[config.mk]
export PLATFORM = sky130hd
export DESIGN_NAME = mem_a_loader
export DESIGN_NICKNAME = d
export VERILOG_FILES = /design/src/rtl/mem_a_loader.sv
export SDC_FILE = /design/constraint.sdc
export NUM_CORES = 1
export LEC_CHECK = 0
export ABC_AREA = 1
export BUFFER_PORTS_ARGS = -buffer_cell sky130_fd_sc_hd__buf_4
export CAP_MARGIN = 5
export CORE_ASPECT_RATIO = 1.2
export CORE_MARGIN = 1
export CORE_UTILIZATION = 49
export CTS_CLUSTER_DIAMETER = 80
export DETAILED_ROUTE_END_ITERATION = 10
export PLACE_DENSITY = 0.75
export SYNTH_ARGS = -nofsm -noshare
export SYNTH_HDL_FRONTEND = slang
export SYNTH_SLANG_ARGS = --single-unit
[constraint.sdc]
create_clock -name clk -period 1.35 [get_ports clk]
set_clock_uncertainty 0.1 [all_clocks]
set_input_delay 0.135 -clock clk [delete_from_list [all_inputs] [get_ports clk]]
set_output_delay 0.135 -clock clk [all_outputs]
set_load 0.05 [all_outputs]
[src/rtl/mem_a_loader.sv]
// mem_a_loader: write-side front end for the skewed A-matrix buffer.
// It packs valid/ready host words into DIM-element rows and issues one row
// write per completed row. After the last row it raises shift_en for
// SHIFT_CYCLES cycles, then pulses done.
// Optional feature macro: MEM_A_LOADER_PAD_EN. When it is defined, the
// in_last input is added and a tile may end early. Any rows that were not
// sent are then written as zero.
module mem_a_loader #(
  parameter int BITS_AB      = 8,
  parameter int DIM          = 8,
  parameter int WORD_BITS    = 32,
  parameter int SHIFT_CYCLES = 2*DIM-1
) (
  input  logic                     clk,
  input  logic                     rst_n,
  input  logic                     start,
  input  logic                     in_valid,
  output logic                     in_ready,
  input  logic [WORD_BITS-1:0]     in_data,
`ifdef MEM_A_LOADER_PAD_EN
  input  logic                     in_last,
`endif
  output logic                     WrEn,
  output logic [$clog2(DIM)-1:0]   Arow,
  output logic [DIM*BITS_AB-1:0]   Ain,
  output logic                     shift_en,
  output logic                     busy,
  output logic                     done
);

  localparam int EPW = WORD_BITS / BITS_AB;          // elements per word
  localparam int WPR = DIM / EPW;                    // words per row
  localparam int RW  = $clog2(DIM);
  localparam int WCW = (WPR > 1) ? $clog2(WPR) : 1;
  localparam int SCW = $clog2(SHIFT_CYCLES + 1);

  typedef enum logic [1:0] {IDLE, LOAD, SHIFT} state_t;

  state_t                 state_q;
  logic [WCW-1:0]         word_cnt_q;
  logic [RW-1:0]          row_cnt_q;
  logic [SCW-1:0]         shift_cnt_q;
  logic [DIM*BITS_AB-1:0] row_buf_q;
  logic [DIM*BITS_AB-1:0] row_d;
  logic                   wr_en_q;
  logic [RW-1:0]          arow_q;
  logic [DIM*BITS_AB-1:0] ain_q;
  logic                   shift_en_q;
  logic                   busy_q;
  logic                   done_q;
  logic                   pad_q;
  logic                   beat;
  logic                   last_word;
  logic                   last_row;
  logic                   early_end;
  logic                   row_end;

`ifdef MEM_A_LOADER_PAD_EN
  // in_last on any row but the final one closes that row early.
  assign early_end = in_last & ~last_row;
`else
  assign early_end = 1'b0;
`endif

  // Stall the host while the zero rows of an early-ended tile are written.
  assign in_ready  = (state_q == LOAD) & ~pad_q;
  assign beat      = in_valid & in_ready;
  assign last_word = (word_cnt_q == WCW'(WPR - 1));
  assign last_row  = (row_cnt_q == RW'(DIM - 1));
  assign row_end   = beat & (last_word | early_end);

  // Merge the incoming word into its slot of the partial row. Slots above the
  // current word are still zero, so an early-ended row comes out zero-filled.
  for (genvar gi = 0; gi < WPR; gi++) begin : g_word
    assign row_d[gi*WORD_BITS +: WORD_BITS] =
      (word_cnt_q == WCW'(gi)) ? in_data : row_buf_q[gi*WORD_BITS +: WORD_BITS];
  end

  // Tile FSM with all outputs registered; write and shift phases never overlap.
  always_ff @(posedge clk) begin
    if (!rst_n) begin
      state_q     <= IDLE;
      word_cnt_q  <= '0;
      row_cnt_q   <= '0;
      shift_cnt_q <= '0;
      row_buf_q   <= '0;
      wr_en_q     <= 1'b0;
      arow_q      <= '0;
      ain_q       <= '0;
      shift_en_q  <= 1'b0;
      busy_q      <= 1'b0;
      done_q      <= 1'b0;
      pad_q       <= 1'b0;
    end else begin
      wr_en_q <= 1'b0;
      done_q  <= 1'b0;
      case (state_q)
        IDLE: begin
          if (start) begin
            state_q    <= LOAD;
            busy_q     <= 1'b1;
            word_cnt_q <= '0;
            row_cnt_q  <= '0;
            arow_q     <= '0;
            row_buf_q  <= '0;
            pad_q      <= 1'b0;
          end
        end
        LOAD: begin
          if (pad_q) begin
            // Write one all-zero row per cycle until the tile is full.
            wr_en_q   <= 1'b1;
            ain_q     <= '0;
            arow_q    <= row_cnt_q;
            row_cnt_q <= row_cnt_q + 1'b1;
            if (last_row) begin
              pad_q       <= 1'b0;
              state_q     <= SHIFT;
              shift_cnt_q <= '0;
            end
          end else if (beat) begin
            if (row_end) begin
              wr_en_q    <= 1'b1;
              ain_q      <= row_d;
              arow_q     <= row_cnt_q;
              row_cnt_q  <= row_cnt_q + 1'b1;
              word_cnt_q <= '0;
              row_buf_q  <= '0;
              if (last_row) begin
                state_q     <= SHIFT;
                shift_cnt_q <= '0;
              end else if (early_end) begin
                pad_q <= 1'b1;
              end
            end else begin
              row_buf_q  <= row_d;
              word_cnt_q <= word_cnt_q + 1'b1;
            end
          end
        end
        SHIFT: begin
          // The first SHIFT cycle carries the last row write, so shifting
          // starts on the following cycle.
          if (shift_cnt_q == SCW'(SHIFT_CYCLES)) begin
            shift_en_q <= 1'b0;
            state_q    <= IDLE;
            busy_q     <= 1'b0;
            done_q     <= 1'b1;
          end else begin
            shift_en_q  <= 1'b1;
            shift_cnt_q <= shift_cnt_q + 1'b1;
          end
        end
        default: begin
          state_q <= IDLE;
          busy_q  <= 1'b0;
        end
      endcase
    end
  end

  assign WrEn     = wr_en_q;
  assign Arow     = arow_q;
  assign Ain      = ain_q;
  assign shift_en = shift_en_q;
  assign busy     = busy_q;
  assign done     = done_q;

endmodule

Word level (Yosys, flattened, before mapping):

Cells that the tools add are included.

* output and inout port bits: 72
* register bits: 146
* input port bits: 36

* reduce and logical (&&, ||, !) cells: 14
* bitwise operators: 5
* equal/unequal tests: 11
* $add $sub $neg: 3
* muxes and demuxes: 48

Operators with widths (number)
* 64-bit two-way mux: 7
* 64-bit one-hot mux with 2 select lines: 1
* 32-bit two-way mux: 2
* 3-bit two-way mux: 7
* 4-bit two-way mux: 5
* 4-bit AND reduction: 4
* 1-bit two-way mux: 13
* 2-bit two-way mux: 6
* 3-bit one-hot mux with 2 select lines: 2
* 2-bit inequality test (second input constant): 5
* 4-bit one-hot mux with 2 select lines: 1
* 2-bit nonzero test: 4
* 3-bit inequality test (second input constant): 2
* 2-bit one-hot mux with 3 select lines: 1
* 2-bit AND reduction: 3
* 3-bit AND reduction: 2
* 4-bit by 1-bit adder with 4-bit output (second input constant): 1
* 4-bit == test (second input constant): 1
* 1-bit one-hot mux with 2 select lines: 2
* 3-bit by 1-bit adder with 3-bit output (second input constant): 1
* 1-bit AND: 3
* 3-bit == test (second input constant): 1
* 1-bit one-hot mux with 3 select lines: 1
* 2-bit by 1-bit == test with 1-bit output (second input constant): 1
* other kinds (4): 5

Logic depth before layout (Yosys ltp):

* depth after elaboration: 8
* gate-level depth with buffers: 10
* mapped depth without buffers: 8

Least setup slack after synthesis:

OpenSTA, ideal clock, no wires.

* path kind: reg2reg
* start point: register state_q[0]
* end point: register row_buf_q[11]
* setup time: 0.116 ns
* buffers on the path: 2
* arrival: 1.441 ns
* period minus slack after synthesis: 1.656 ns
* stages on the path, launching flop included: 10
* slack: -0.306 ns
* path through: dfxtp_1 nand2_2 nor2_4 nand2_1 nand2_2 inv_2 buf_6 buf_4 nor2_1 nor2_1

* word-level cells in the longest chain between the ends: 8
* elaborated cells on any way between the ends: 14
* those cells by class: eq/ne: 4; mux: 4; bitwise: 3; reduce/logical: 3

Ends and longest elaborated chain
* start, declared: RTL line 39 `state_t state_q;`
* start signal, assigned: RTL line 82 `state_q <= IDLE;`
* start signal, assigned: RTL line 100 `state_q <= LOAD;`
* start signal, assigned: RTL line 118 `state_q <= SHIFT;`
* 2-bit by 1-bit == test with 1-bit output (*): RTL line 66 `assign in_ready = (state_q == LOAD) & ~pad_q;`
* 1-bit AND (*): RTL line 66
* named net in_ready: RTL line 18 `output logic in_ready,`
* 1-bit AND (*): RTL line 67 `assign beat = in_valid & in_ready;`
* 1-bit AND: RTL line 70 `assign row_end = beat & (last_word | early_end);`
* 64-bit two-way mux: RTL line 122 `if (row_end) begin`
* 64-bit two-way mux: RTL line 121 `end else if (beat) begin`
* 64-bit two-way mux: RTL line 110 `if (pad_q) begin`
* 64-bit one-hot mux with 2 select lines: RTL line 97 `case (state_q)`
* end signal, assigned: RTL line 136 `row_buf_q <= row_d;`
* end, declared: RTL line 43 `logic [DIM*BITS_AB-1:0] row_buf_q;`

Mark *: on every way through the listed nets, which the timed path passes. The rest lies on a longest branch. The select of a mux whose other input is x is not followed.
A chain may end at the register's enable or synchronous reset.

Final worst setup path:

* start point: register state_q[1]
* end point: register row_buf_q[25]

* word-level cells in the longest chain between the ends: 8
* elaborated cells on any way between the ends: 14
* those cells by class: eq/ne: 4; mux: 4; bitwise: 3; reduce/logical: 3

Ends and longest elaborated chain (RTL line)
* 2-bit by 1-bit == test with 1-bit output: 66, 97
* 1-bit AND: 66
* 1-bit AND: 67
* 1-bit AND: 70
* 64-bit two-way mux: 122
* 64-bit two-way mux: 121
* 64-bit two-way mux: 110
* 64-bit one-hot mux with 2 select lines: 97

Several ways; a longest one is shown, not always the timed one. The select of a mux whose other input is x is not followed.

==> out/qor.yml <==
status: "complete, but fails checks"
failed_checks: "negative setup slack"
final-setup-viol-count: 116
postRouteWirelength_um: 20100
netlist.top_cell.by_area: "sky130_fd_sc_hd__dfxtp_1"
layout.cells.non_filler: 1079
floorplan.die.width_um: 98.6
ys_warn_count: 0
clock_tree.htree_level_count: 4
fraction_of_synthesized_cell_area_taken_by_the_top_area_cell_type_pct: 44.1
io_pins: 108
globalplace.congestion: 0.846
nets: 976
grt_pass1_vias: 5488
routedWlPerCell_um: 18.6
number_of_max_cap_violations: 0
overflow_left_after_global_routing: 0
diodes: 0
grtUsageTotal_pct: 27.4
dieHeight_um: 118
tritoncts: "built"
timing.max_slew.rel_slack_pct: 74.1
fraction_of_the_cycle_the_final_worst_path_needs_pct: 124
min-delay-path-class: "in2reg"
timing.setup.tns_ns: -18.76
drc_errors: 0
ys_seq_elements: 121
drt_pre_antenna_iters: 6
detailedPlacementHpwl_um: 9660
cts.sink_count: 121
layout.cell_area.non_filler_um2: 8560
placement.io_buffers: 107
rows: 41
dp.cells: 1012
final_layout_size_suffix_gt1_share_pct: 40.4
synthCells: 793
core_area_um2: 10700
via_per_inst: 5.94
cp_max_fo: 63
timing_worst_slew_pin_value_ns: 0.389
grt_first_pass_wirelength_um: 25600
dr.first_iter.drc_count: 665
fmax_ghz: 0.597
dieArea_um2: 11600
antenna_left: 0
worstRegToRegCells: 8
grt_antenna_before_repair: 0
clk_pin_slew_ns: 0.06
root_buffer_selected_by_cts: "sky130_fd_sc_hd__clkbuf_16"
timing.critical_path.from_type: "flop"
post-route-util_pct: 79.8
irDropWorstVdd_mv: 1.18
syn-mean-instance-area_um2: 6.92
power_leakage_nw: 3.88
initial_core_util_pct: 51.2
mappedNetlistNets: 832
whs_ns: 0.0228
netlist_top_cells_area: "sky130_fd_sc_hd__dfxtp_1 44%, sky130_fd_sc_hd__nor2_1 14%, sky130_fd_sc_hd__nand2_1 12%, sky130_fd_sc_hd__a21oi_1 8.7%, sky130_fd_sc_hd__nand3_1 3.5%"
r2r_start: "state_q[1]"
critical_path_required_ns: 1.59
dpl-instance-area_um2: 6570
grt_setup_unrepaired: "true"
ys_types: 28
syn_to_final_growth_pct: 55.9
via_count: 6408
endpoint_kind: "flop"
worst_reg2reg_endpoint: "row_buf_q[25]"
synth_sequential_area_ratio_pct: 44.1
cts_max_path_buffers: 2
drv_slew: 0
worstSetupStartpoint: "state_q[1]"
worstPathArrival_ns: 1.91
reg2reg_slack_ns: -0.33
endpoint: "row_buf_q[25]"
post_layout_min_period_ns: 1.68
timing_hold_violations_final: 0
clock_latency_late_sink_ns: 0.42
grt_max_degree: 64
synth.cell_area_um2: 5490
power-per-cell-area_nw_per_um2: 1300
setup.worst_path.class: "reg2reg"
number_of_buffers_added_by_the_clock_tree_synthesis_step: 17
postLayoutSetupSlackWorst_ns: -0.325
==> placed cells by master, fill, tap and decap left out, types with 9 or more instances in the layout <==
master / instances
sky130_fd_sc_hd__nand2_4: 37
sky130_fd_sc_hd__clkbuf_16: 23
sky130_fd_sc_hd__nand2_2: 15
sky130_fd_sc_hd__nor2_1: 187
sky130_fd_sc_hd__nor2_2: 11
sky130_fd_sc_hd__a21oi_1: 41
sky130_fd_sc_hd__buf_12: 14
sky130_fd_sc_hd__buf_4: 147
sky130_fd_sc_hd__a21oi_2: 54
sky130_fd_sc_hd__inv_1: 11
sky130_fd_sc_hd__dfxtp_1: 116
sky130_fd_sc_hd__nand3_1: 33
sky130_fd_sc_hd__buf_8: 9
sky130_fd_sc_hd__nand2_1: 126
sky130_fd_sc_hd__o21ai_1: 13
sky130_fd_sc_hd__nor3_2: 14
sky130_fd_sc_hd__o21ai_0: 21
==> worst min-delay path by stage <==
stage                  from            end  cells past startpoint
3_3_place_gp   row_buf_q[4]   row_buf_q[4]                      2
2_1_floorplan   in_data[15]  row_buf_q[15]                      4
3_5_place_dp   row_buf_q[1]   row_buf_q[1]                      2
5_1_grt         in_data[20]        Ain[52]                      5
4_1_cts         in_data[19]  row_buf_q[19]                      5
6_report         in_data[5]   row_buf_q[5]                      5
==> cell type report <==
| type | count | area [um^2] |
|---|---|---|
| clock buffers | 25 | 495 |
| clock inverters | 7 | 138 |
| fillers | 592 | 2160 |
| inverters | 20 | 98.8 |
| multi-input cells | 585 | 3340 |
| flip-flops and latches | 121 | 2440 |
| well taps | 129 | 161 |
| repair buffers | 192 | 1890 |
==> worst max-delay path, stage by stage (launching register included) <==
cell and delay [ns]:
sky130_fd_sc_hd__dfxtp_4 0.36, sky130_fd_sc_hd__inv_6 0.07, sky130_fd_sc_hd__nand2_8 0.07, sky130_fd_sc_hd__buf_16 0.22
sky130_fd_sc_hd__nor2_2 0.22, sky130_fd_sc_hd__o21ai_1 0.10, sky130_fd_sc_hd__nor2_1 0.18, sky130_fd_sc_hd__nor2_1 0.08
sky130_fd_sc_hd__nor2_1 0.14
==> cells in the mapped netlist <==
| cell type | number |
|---|---|
| sky130_fd_sc_hd__or2_2 | 1 |
| sky130_fd_sc_hd__o211ai_1 | 1 |
| sky130_fd_sc_hd__nand3_1 | 38 |
| sky130_fd_sc_hd__buf_2 | 27 |
| sky130_fd_sc_hd__nor3_1 | 4 |
| sky130_fd_sc_hd__a21oi_2 | 1 |
| sky130_fd_sc_hd__clkinv_2 | 1 |
| sky130_fd_sc_hd__o21bai_1 | 1 |
| sky130_fd_sc_hd__dfxtp_1 | 121 |
| sky130_fd_sc_hd__nand2_2 | 3 |
| sky130_fd_sc_hd__inv_1 | 15 |
| sky130_fd_sc_hd__nor2_2 | 2 |
| sky130_fd_sc_hd__nand4_1 | 1 |
| sky130_fd_sc_hd__inv_2 | 4 |
| sky130_fd_sc_hd__nor3_2 | 19 |
| sky130_fd_sc_hd__o21ai_1 | 10 |
| sky130_fd_sc_hd__ha_1 | 3 |
| sky130_fd_sc_hd__xor2_1 | 1 |
| sky130_fd_sc_hd__buf_4 | 9 |
| sky130_fd_sc_hd__a21oi_1 | 95 |
| sky130_fd_sc_hd__o21ai_0 | 26 |
| sky130_fd_sc_hd__clkbuf_1 | 18 |
| sky130_fd_sc_hd__nor2_1 | 199 |
| sky130_fd_sc_hd__a22oi_1 | 1 |
| sky130_fd_sc_hd__nand2_1 | 178 |
| sky130_fd_sc_hd__buf_6 | 9 |
| sky130_fd_sc_hd__buf_1 | 4 |
| sky130_fd_sc_hd__nor2_4 | 1 |
==> sequential cells by signal (all words and copies together) (netlist names) <==
| name | flops |
|---|---|
| shift_en | 1 |
| done | 1 |
| busy | 1 |
| pad_q | 1 |
| last_word | 1 |
| Ain | 64 |
| Arow | 3 |
| shift_cnt_q | 4 |
| row_cnt_q | 3 |
| row_buf_q | 39 |
| state_q | 2 |
| WrEn | 1 |
==> report_power, final <==
group | leakage, nW | switching [mW] | total [mW] | internal [mW]
Combinational | 2.59 | 1.47 | 2.38 | 0.908
Sequential | 0.984 | 0.109 | 3.84 | 3.73
Clock | 0.307 | 1.62 | 4.90 | 3.28
==> kinds of logic after synthesis <==
kind of cell / share of synthesized area [%]
simple gates: 34.1
compound gates: 12.5
flops: 44.1
buf+inv: 8.43
fa+ha+maj: 0.684
xor+xnor: 0.160
==> metrics by stage <==
stage	worst slack (ns)	total power [mW]
6_report	-0.325	11.1
2_1_floorplan	-0.236	5.10
3_5_place_dp	-0.200	5.61
4_1_cts	-0.159	10.5
3_3_place_gp	-0.116	5.58
5_1_grt	-0.379	11.4
==> what timing repair did <==
item / 4_1_cts / 5_1_grt
cloned: 3 / 8
pin swaps: 4 / 55
resized for setup: 26 / 217
hold buffers: 8 / 0
hold endpoints to repair: 9 / 0
buffers inserted: 3 / 14
setup endpoints to repair: 118 / 118
==> routing by layer <==
layer | track usage [%] | up-vias | part of all wire (%)
met5 | 0 | - | 0
met4 | 10.7 | 0 | 4.3
met3 | 7.36 | 103 | 8.2
met2 | 46.0 | 414 | 51
met1 | 33.2 | 3054 | 37
li1 | - | 2837 | -
(Power assumes the default switching activity.)
